**src/rtl/engine_arb_pkg.sv**
```systemverilog
`default_nettype none
// ============================================================================
// Module      : engine_arb_pkg
// Description : Shared types and constants for the engine stream arbiter.
// Revision    : 1.0 - initial release
// ============================================================================
package engine_arb_pkg;

    localparam int SRC_W       = 3;
    localparam int ABORT_CNT_W = 16;

    typedef enum logic [0:0] {
        IDLE  = 1'b0,
        GRANT = 1'b1
    } arb_state_e;

    // Round-robin successor; wraps explicitly so non-power-of-two counts work.
    function automatic logic [SRC_W-1:0] next_src(input logic [SRC_W-1:0] idx, input int num);
        if (idx == SRC_W'(num - 1)) begin
            return '0;
        end
        return idx + 1'b1;
    endfunction

endpackage
`default_nettype wire

```
**src/rtl/engine_stream_arbiter_rr_pick.sv**
```systemverilog
`default_nettype none
// ============================================================================
// Module      : rr_pick
// Description : Combinational round-robin pick: rotate requests to start at
//               the pointer, then take the lowest set bit.
// Revision    : 1.0 - initial release
// ============================================================================
module rr_pick
    import engine_arb_pkg::*;
#(
    parameter int NUM_IN = 4
)(
    input  logic [NUM_IN-1:0] req,
    input  logic [SRC_W-1:0]  ptr,
    output logic [SRC_W-1:0]  idx,
    output logic              any
);

    localparam logic [SRC_W:0] c_NUM = (SRC_W+1)'(NUM_IN);

    logic [NUM_IN-1:0] w_rot;
    logic [SRC_W-1:0]  w_off;
    logic [SRC_W:0]    w_sum;

    // Bit i of the rotated vector is request (ptr + i) mod NUM_IN.
    assign w_rot = NUM_IN'({req, req} >> ptr);

    always_comb begin
        w_off = '0;
        for (int i = NUM_IN - 1; i >= 0; i--) begin
            if (w_rot[i]) begin
                w_off = SRC_W'(i);
            end
        end
    end

    assign w_sum = {1'b0, ptr} + {1'b0, w_off};
    assign idx   = (w_sum >= c_NUM) ? SRC_W'(w_sum - c_NUM) : w_sum[SRC_W-1:0];
    assign any   = |req;

endmodule
`default_nettype wire

```
**src/rtl/engine_stream_arbiter.sv**
```systemverilog
`default_nettype none
// ============================================================================
// Module      : engine_stream_arbiter
// Description : Packet-granular round-robin arbiter with stall watchdog in
//               front of the vector engine input stream.
// Revision    : 1.0 - initial release
// ============================================================================
module engine_stream_arbiter
    import engine_arb_pkg::*;
#(
    parameter int NUM_IN  = 4,
    parameter int WIDTH   = 32,
    parameter int TIMEOUT = 4096
)(
    input  logic                    clk,
    input  logic                    reset,
    input  logic [NUM_IN*WIDTH-1:0] s_data,
    input  logic [NUM_IN-1:0]       s_last,
    input  logic [NUM_IN-1:0]       s_valid,
    output logic [NUM_IN-1:0]       s_ready,
    output logic [WIDTH-1:0]        m_data,
    output logic                    m_last,
    output logic                    m_valid,
    input  logic                    m_ready,
    output logic [SRC_W-1:0]        o_src,
    output logic                    o_busy,
    output logic                    o_abort,
    output logic [ABORT_CNT_W-1:0]  o_abort_cnt,
    input  logic                    i_cnt_clr
);

    localparam int c_STALL_W   = (TIMEOUT > 1) ? $clog2(TIMEOUT) : 1;
    localparam int c_STALL_MAX = (TIMEOUT > 0) ? TIMEOUT - 1 : 0;
    localparam logic [c_STALL_W-1:0] c_STALL_LIMIT = c_STALL_W'(c_STALL_MAX);

    arb_state_e             r_state;
    logic [SRC_W-1:0]       r_grant;
    logic [SRC_W-1:0]       r_rr_ptr;
    logic [c_STALL_W-1:0]   r_stall_cnt;
    logic                   r_abort;
    logic [ABORT_CNT_W-1:0] r_abort_cnt;

    logic [SRC_W-1:0] w_pick_idx;
    logic             w_pick_any;
    logic             w_granted;
    logic [WIDTH-1:0] w_sel_data;
    logic             w_sel_last;
    logic             w_sel_valid;
    logic             w_beat;
    logic             w_expire;

    rr_pick #(
        .NUM_IN (NUM_IN)
    ) u_pick (
        .req (s_valid),
        .ptr (r_rr_ptr),
        .idx (w_pick_idx),
        .any (w_pick_any)
    );

    assign w_granted = (r_state == GRANT);

    // Zero-latency data path: the granted slice is muxed straight through.
    always_comb begin
        w_sel_data  = '0;
        w_sel_last  = 1'b0;
        w_sel_valid = 1'b0;
        s_ready     = '0;
        for (int i = 0; i < NUM_IN; i++) begin
            if (r_grant == SRC_W'(i)) begin
                w_sel_data  = s_data[i*WIDTH +: WIDTH];
                w_sel_last  = s_last[i];
                w_sel_valid = s_valid[i];
                s_ready[i]  = w_granted & m_ready;
            end
        end
    end

    assign m_data  = w_granted ? w_sel_data : '0;
    assign m_last  = w_granted & w_sel_last;
    assign m_valid = w_granted & w_sel_valid;

    assign w_beat   = w_granted & w_sel_valid & m_ready;
    // A final beat landing on the expiry cycle wins over the abort.
    assign w_expire = (TIMEOUT != 0) && w_granted && !w_beat && (r_stall_cnt == c_STALL_LIMIT);

    always_ff @(posedge clk or posedge reset) begin
        if (reset) begin
            r_state     <= IDLE;
            r_grant     <= '0;
            r_rr_ptr    <= '0;
            r_stall_cnt <= '0;
            r_abort     <= 1'b0;
            r_abort_cnt <= '0;
        end else begin
            r_abort <= 1'b0;

            if (i_cnt_clr) begin
                r_abort_cnt <= '0;
            end else if (w_expire && (r_abort_cnt != {ABORT_CNT_W{1'b1}})) begin
                r_abort_cnt <= r_abort_cnt + 1'b1;
            end

            case (r_state)
                IDLE: begin
                    if (w_pick_any) begin
                        r_grant     <= w_pick_idx;
                        r_stall_cnt <= '0;
                        r_state     <= GRANT;
                    end
                end
                GRANT: begin
                    if (w_beat) begin
                        r_stall_cnt <= '0;
                        if (w_sel_last) begin
                            r_rr_ptr <= next_src(r_grant, NUM_IN);
                            r_state  <= IDLE;
                        end
                    end else if (w_expire) begin
                        r_abort     <= 1'b1;
                        r_stall_cnt <= '0;
                        r_rr_ptr    <= next_src(r_grant, NUM_IN);
                        r_state     <= IDLE;
                    end else begin
                        r_stall_cnt <= r_stall_cnt + 1'b1;
                    end
                end
                default: r_state <= IDLE;
            endcase
        end
    end

    assign o_src       = r_grant;
    assign o_busy      = w_granted;
    assign o_abort     = r_abort;
    assign o_abort_cnt = r_abort_cnt;

endmodule
`default_nettype wire

```
**config.mk**
```make
export PLATFORM = sky130hd
export DESIGN_NAME = engine_stream_arbiter
export DESIGN_NICKNAME = d
export VERILOG_FILES = /design/src/rtl/engine_arb_pkg.sv /design/src/rtl/engine_stream_arbiter_rr_pick.sv /design/src/rtl/engine_stream_arbiter.sv
export SDC_FILE = /design/constraint.sdc
export NUM_CORES = 1
export LEC_CHECK = 0
export CAP_MARGIN = 20
export CORE_UTILIZATION = 42
export CTS_BUF_LIST = sky130_fd_sc_hd__clkbuf_8
export DETAILED_ROUTE_END_ITERATION = 8
export PLACE_DENSITY = 0.95
export SETUP_SLACK_MARGIN = 0.2
export SKIP_LAST_GASP = 1
export SLEW_MARGIN = 40
export SYNTH_ARGS = -nofsm -noshare
export SYNTH_HDL_FRONTEND = slang
export SYNTH_SLANG_ARGS = --single-unit
export TNS_END_PERCENT = 5
```
**constraint.sdc**
```tcl
create_clock -name clk -period 7 [get_ports clk]
set_clock_uncertainty 0.15 [all_clocks]
set_input_delay 0.7 -clock clk [delete_from_list [all_inputs] [get_ports clk]]
set_output_delay 0.7 -clock clk [all_outputs]
set_load 0.02 [all_outputs]
```
==> impl_results.md <==
- Post-synthesis register bit count: 36
- CTS resizes: 0
- Global-route met1 utilization: 0.4010
- Mean Syn Cell Area: 7.644 µm²
- Die height: 89.43 µm
- P&R area growth vs syn: 66.29%
- Antenna violations before repair: 0
- Clk root buf: clkbuf_8
- Total Wirelength: 13250 µm
- Met2 GRT Util: 0.5475
- # setup viols final: 0
- Fin cells: 698
- Post-synth EDFFs: 0
- R2r setup slk: 3.87 ns
- DRT Pass-1 Iters: 5
- Largest net degree at the start of global routing: 66
- M3 GR Usage: 0.07756
- Antenna Cells: 0
- Vias per cell: 6.120
- DP Wirelength: 10050 µm
- Setup TNS: 0 ns
- Syn Nets: 569
- Ys async rst share: 1.000
- FF+latch area: 900.9 µm²
- Worst reg2reg path endpoint: r_stall_cnt[7]
- Placer's final routability congestion estimate: 0.9281
- # Post-CTS Setup Buffers: 0
- Final Hold Fails: 0
- Unrepaired setup endpoints after global routing: false
- Average wire per cell in the routed design: 18.98 µm
- Clk buf depth: 2
- GR Overflow Total: 0
- DR DRC count: 0
- PortBufs: 198
- Core Footprint: 0.007331 mm²
- Clock Pin Slew Worst Setup and Hold Paths: 0.07 ns
- Critical Path Start: s_valid[0]
- CP Capture Type: output port
- Worst hold path type: reg -> reg
- CP arrival: 2.89 ns
- Post-synth top flop: dfrtp_1
- Cell Pwr Density: 381.1 mW/mm²
- Max-Cap Viols: 0
- Starting density of the core: 0.4380
- Num CTS Buffers: 5
- H-tree depth: 2
- Slew @ Worst Pin: 0.7647 ns
- Synth Instances: 420
- I/O pins: 199
- DIE AREA: 0.007998 mm²
- Sequential-to-total area share from yosys stat: 0.2806
- Final Slew Violations: 0
- Fill cell count: 524
- Grt peak-use layer: met2
- CP Max Fanout: 5
- Post-Place Cells: 691
- GRT Overall Usage: 0.3224
- Hold-fix buffers, CTS: 0
- CP Class: in -> out
- Leak: 2.109 nW
- Peak VDD IR: 285.8 µV
- Critical Path Start Type: input pin
- Vias in the first global route: 3964
- Routed Antenna Nets: 0
- Via count: 4272
- First-pass GRT wire length: 19700 µm
- Yosys cell types: 54
- Final critical-path required period: 3.738 ns
- Chip Width: 89.43 µm
- Share of layout cells above drive strength 1: 0.04508
- R2R depth: 6
- Rel. slew slack: 0.4868
- CP required: 6.15 ns
- # clock sinks: 36
- Worst skew pair latency: 0.29 ns
- Mapped Area: 0.003211 mm²
- Setup crit end: m_valid
- CTS tree: done
- Fmax: 0.2675 GHz
- Status: finished clean
- Synth warnings: 0
- Worst r2r src: o_src[0]
- Std cell rows: 31
- # nets final: 748
- Fin crit share: 0.5340
- Iter 0 DRT Violations: 483
- Multi-input gate area: 0.002165 mm²
[routing by layer]
layer	wire, µm	vias up
met5	0	-
met4	461	0
met3	1119	43
met2	6524	255
met1	5146	2034
li1	-	1940
[how the worst min path moves through the flow]
stage / depth (start not counted) / end / start / slack, ns
4_1_cts: 1 / r_stall_cnt[0] / r_stall_cnt[0] / 0.41
6_report: 1 / r_stall_cnt[0] / r_stall_cnt[0] / 0.42
3_5_place_dp: 1 / r_stall_cnt[0] / r_stall_cnt[0] / 0.39
2_1_floorplan: 1 / r_stall_cnt[0] / r_stall_cnt[0] / 0.35
3_3_place_gp: 1 / r_stall_cnt[0] / r_stall_cnt[0] / 0.38
5_1_grt: 1 / r_stall_cnt[0] / r_stall_cnt[0] / 0.44
[state kept, by name, indices dropped and copies added (netlist names)]
signal	cells
o_abort	1
o_abort_cnt	16
o_busy	1
o_src	3
r_rr_ptr	3
r_stall_cnt	12
[layout make-up]
class / count / share of cell area
timing repair buffer: 202 / 0.3768
clock buffer: 7 / 0.01805
tap: 99 / 0.02320
sequential: 36 / 0.1687
multi-input combinational: 343 / 0.4054
inverter: 11 / 0.007734
[worst max-delay path, stage by stage]
cell and delay (ns):
clkdlybuf4s50_1 0.57, nand2_2 0.07, o21a_2 0.23, or4_4 0.53
nor2_1 0.16, clkdlybuf4s50_1 0.63
[logic make-up after synthesis]
group                    after synthesis  synth area share
buffers and inverters                 41           0.05378
AO/OA/AOI/OAI                        170            0.3585
flip-flops                            36            0.2806
multiplexers                           4           0.01598
AND/OR/NAND/NOR                      160            0.2537
adder cells (fa/ha/maj)                9           0.03741
[synth_stat cells (all sizes together) (10+ instances only)]
master	instances	area (µm²)
a21oi	56	280.3
nor2	47	176.4
dfrtp	36	900.9
a22o	35	306.5
nand2	34	130.1
a22oi	32	240.2
o21ai	24	123.9
clkbuf	22	83.83
nand3	13	65.06
or3	13	81.33
inv	11	41.29
o31ai	10	88.83
[where the power goes]
| group | total (mW) | internal (mW) | leakage, nW | switching, mW |
|---|---|---|---|---|
| sequential | 0.276 | 0.234 | 0.486 | 0.0416 |
| combinational | 1.59 | 0.738 | 1.57 | 0.856 |
| clock | 0.165 | 0.0878 | 0.0503 | 0.0776 |
| total | 2.03 | 1.06 | 2.11 | 0.975 |
[through the flow]
step	setup WS [ns]	area, µm²	hold slack (ns)	util	power, mW
3_3_place_gp	3.278	5229	0.3775	0.7133	1.808
3_5_place_dp	3.254	5243	0.3941	0.7151	1.840
2_1_floorplan	4.123	3211	0.3514	-	1.210
5_1_grt	3.108	5339	0.4449	0.7283	2.149
4_1_cts	3.250	5339	0.4063	0.7283	2.018
6_report	3.262	5339	0.4236	0.7283	2.035
[cells in the final DEF, fill, tap and decap left out, drive strengths merged, types with 2 or more instances in the layout]
cell and count:
a211oi 3, a21oi 56, a221o 2, a22o 35
a22oi 32, and2 3, and3 9, buf 4
clkbuf 7, clkdlybuf4s50 198, dfrtp 36, ha 8
inv 11, mux2 3, nand2 34, nand3 13
nand4 8, nand4b 2, nor2 47, nor2b 7
nor3 7, nor3b 2, nor4 3, o21a 2
o21ai 24, o31ai 10, or3 13, or4 5
or4b 2
(Power assumes the default switching activity.)
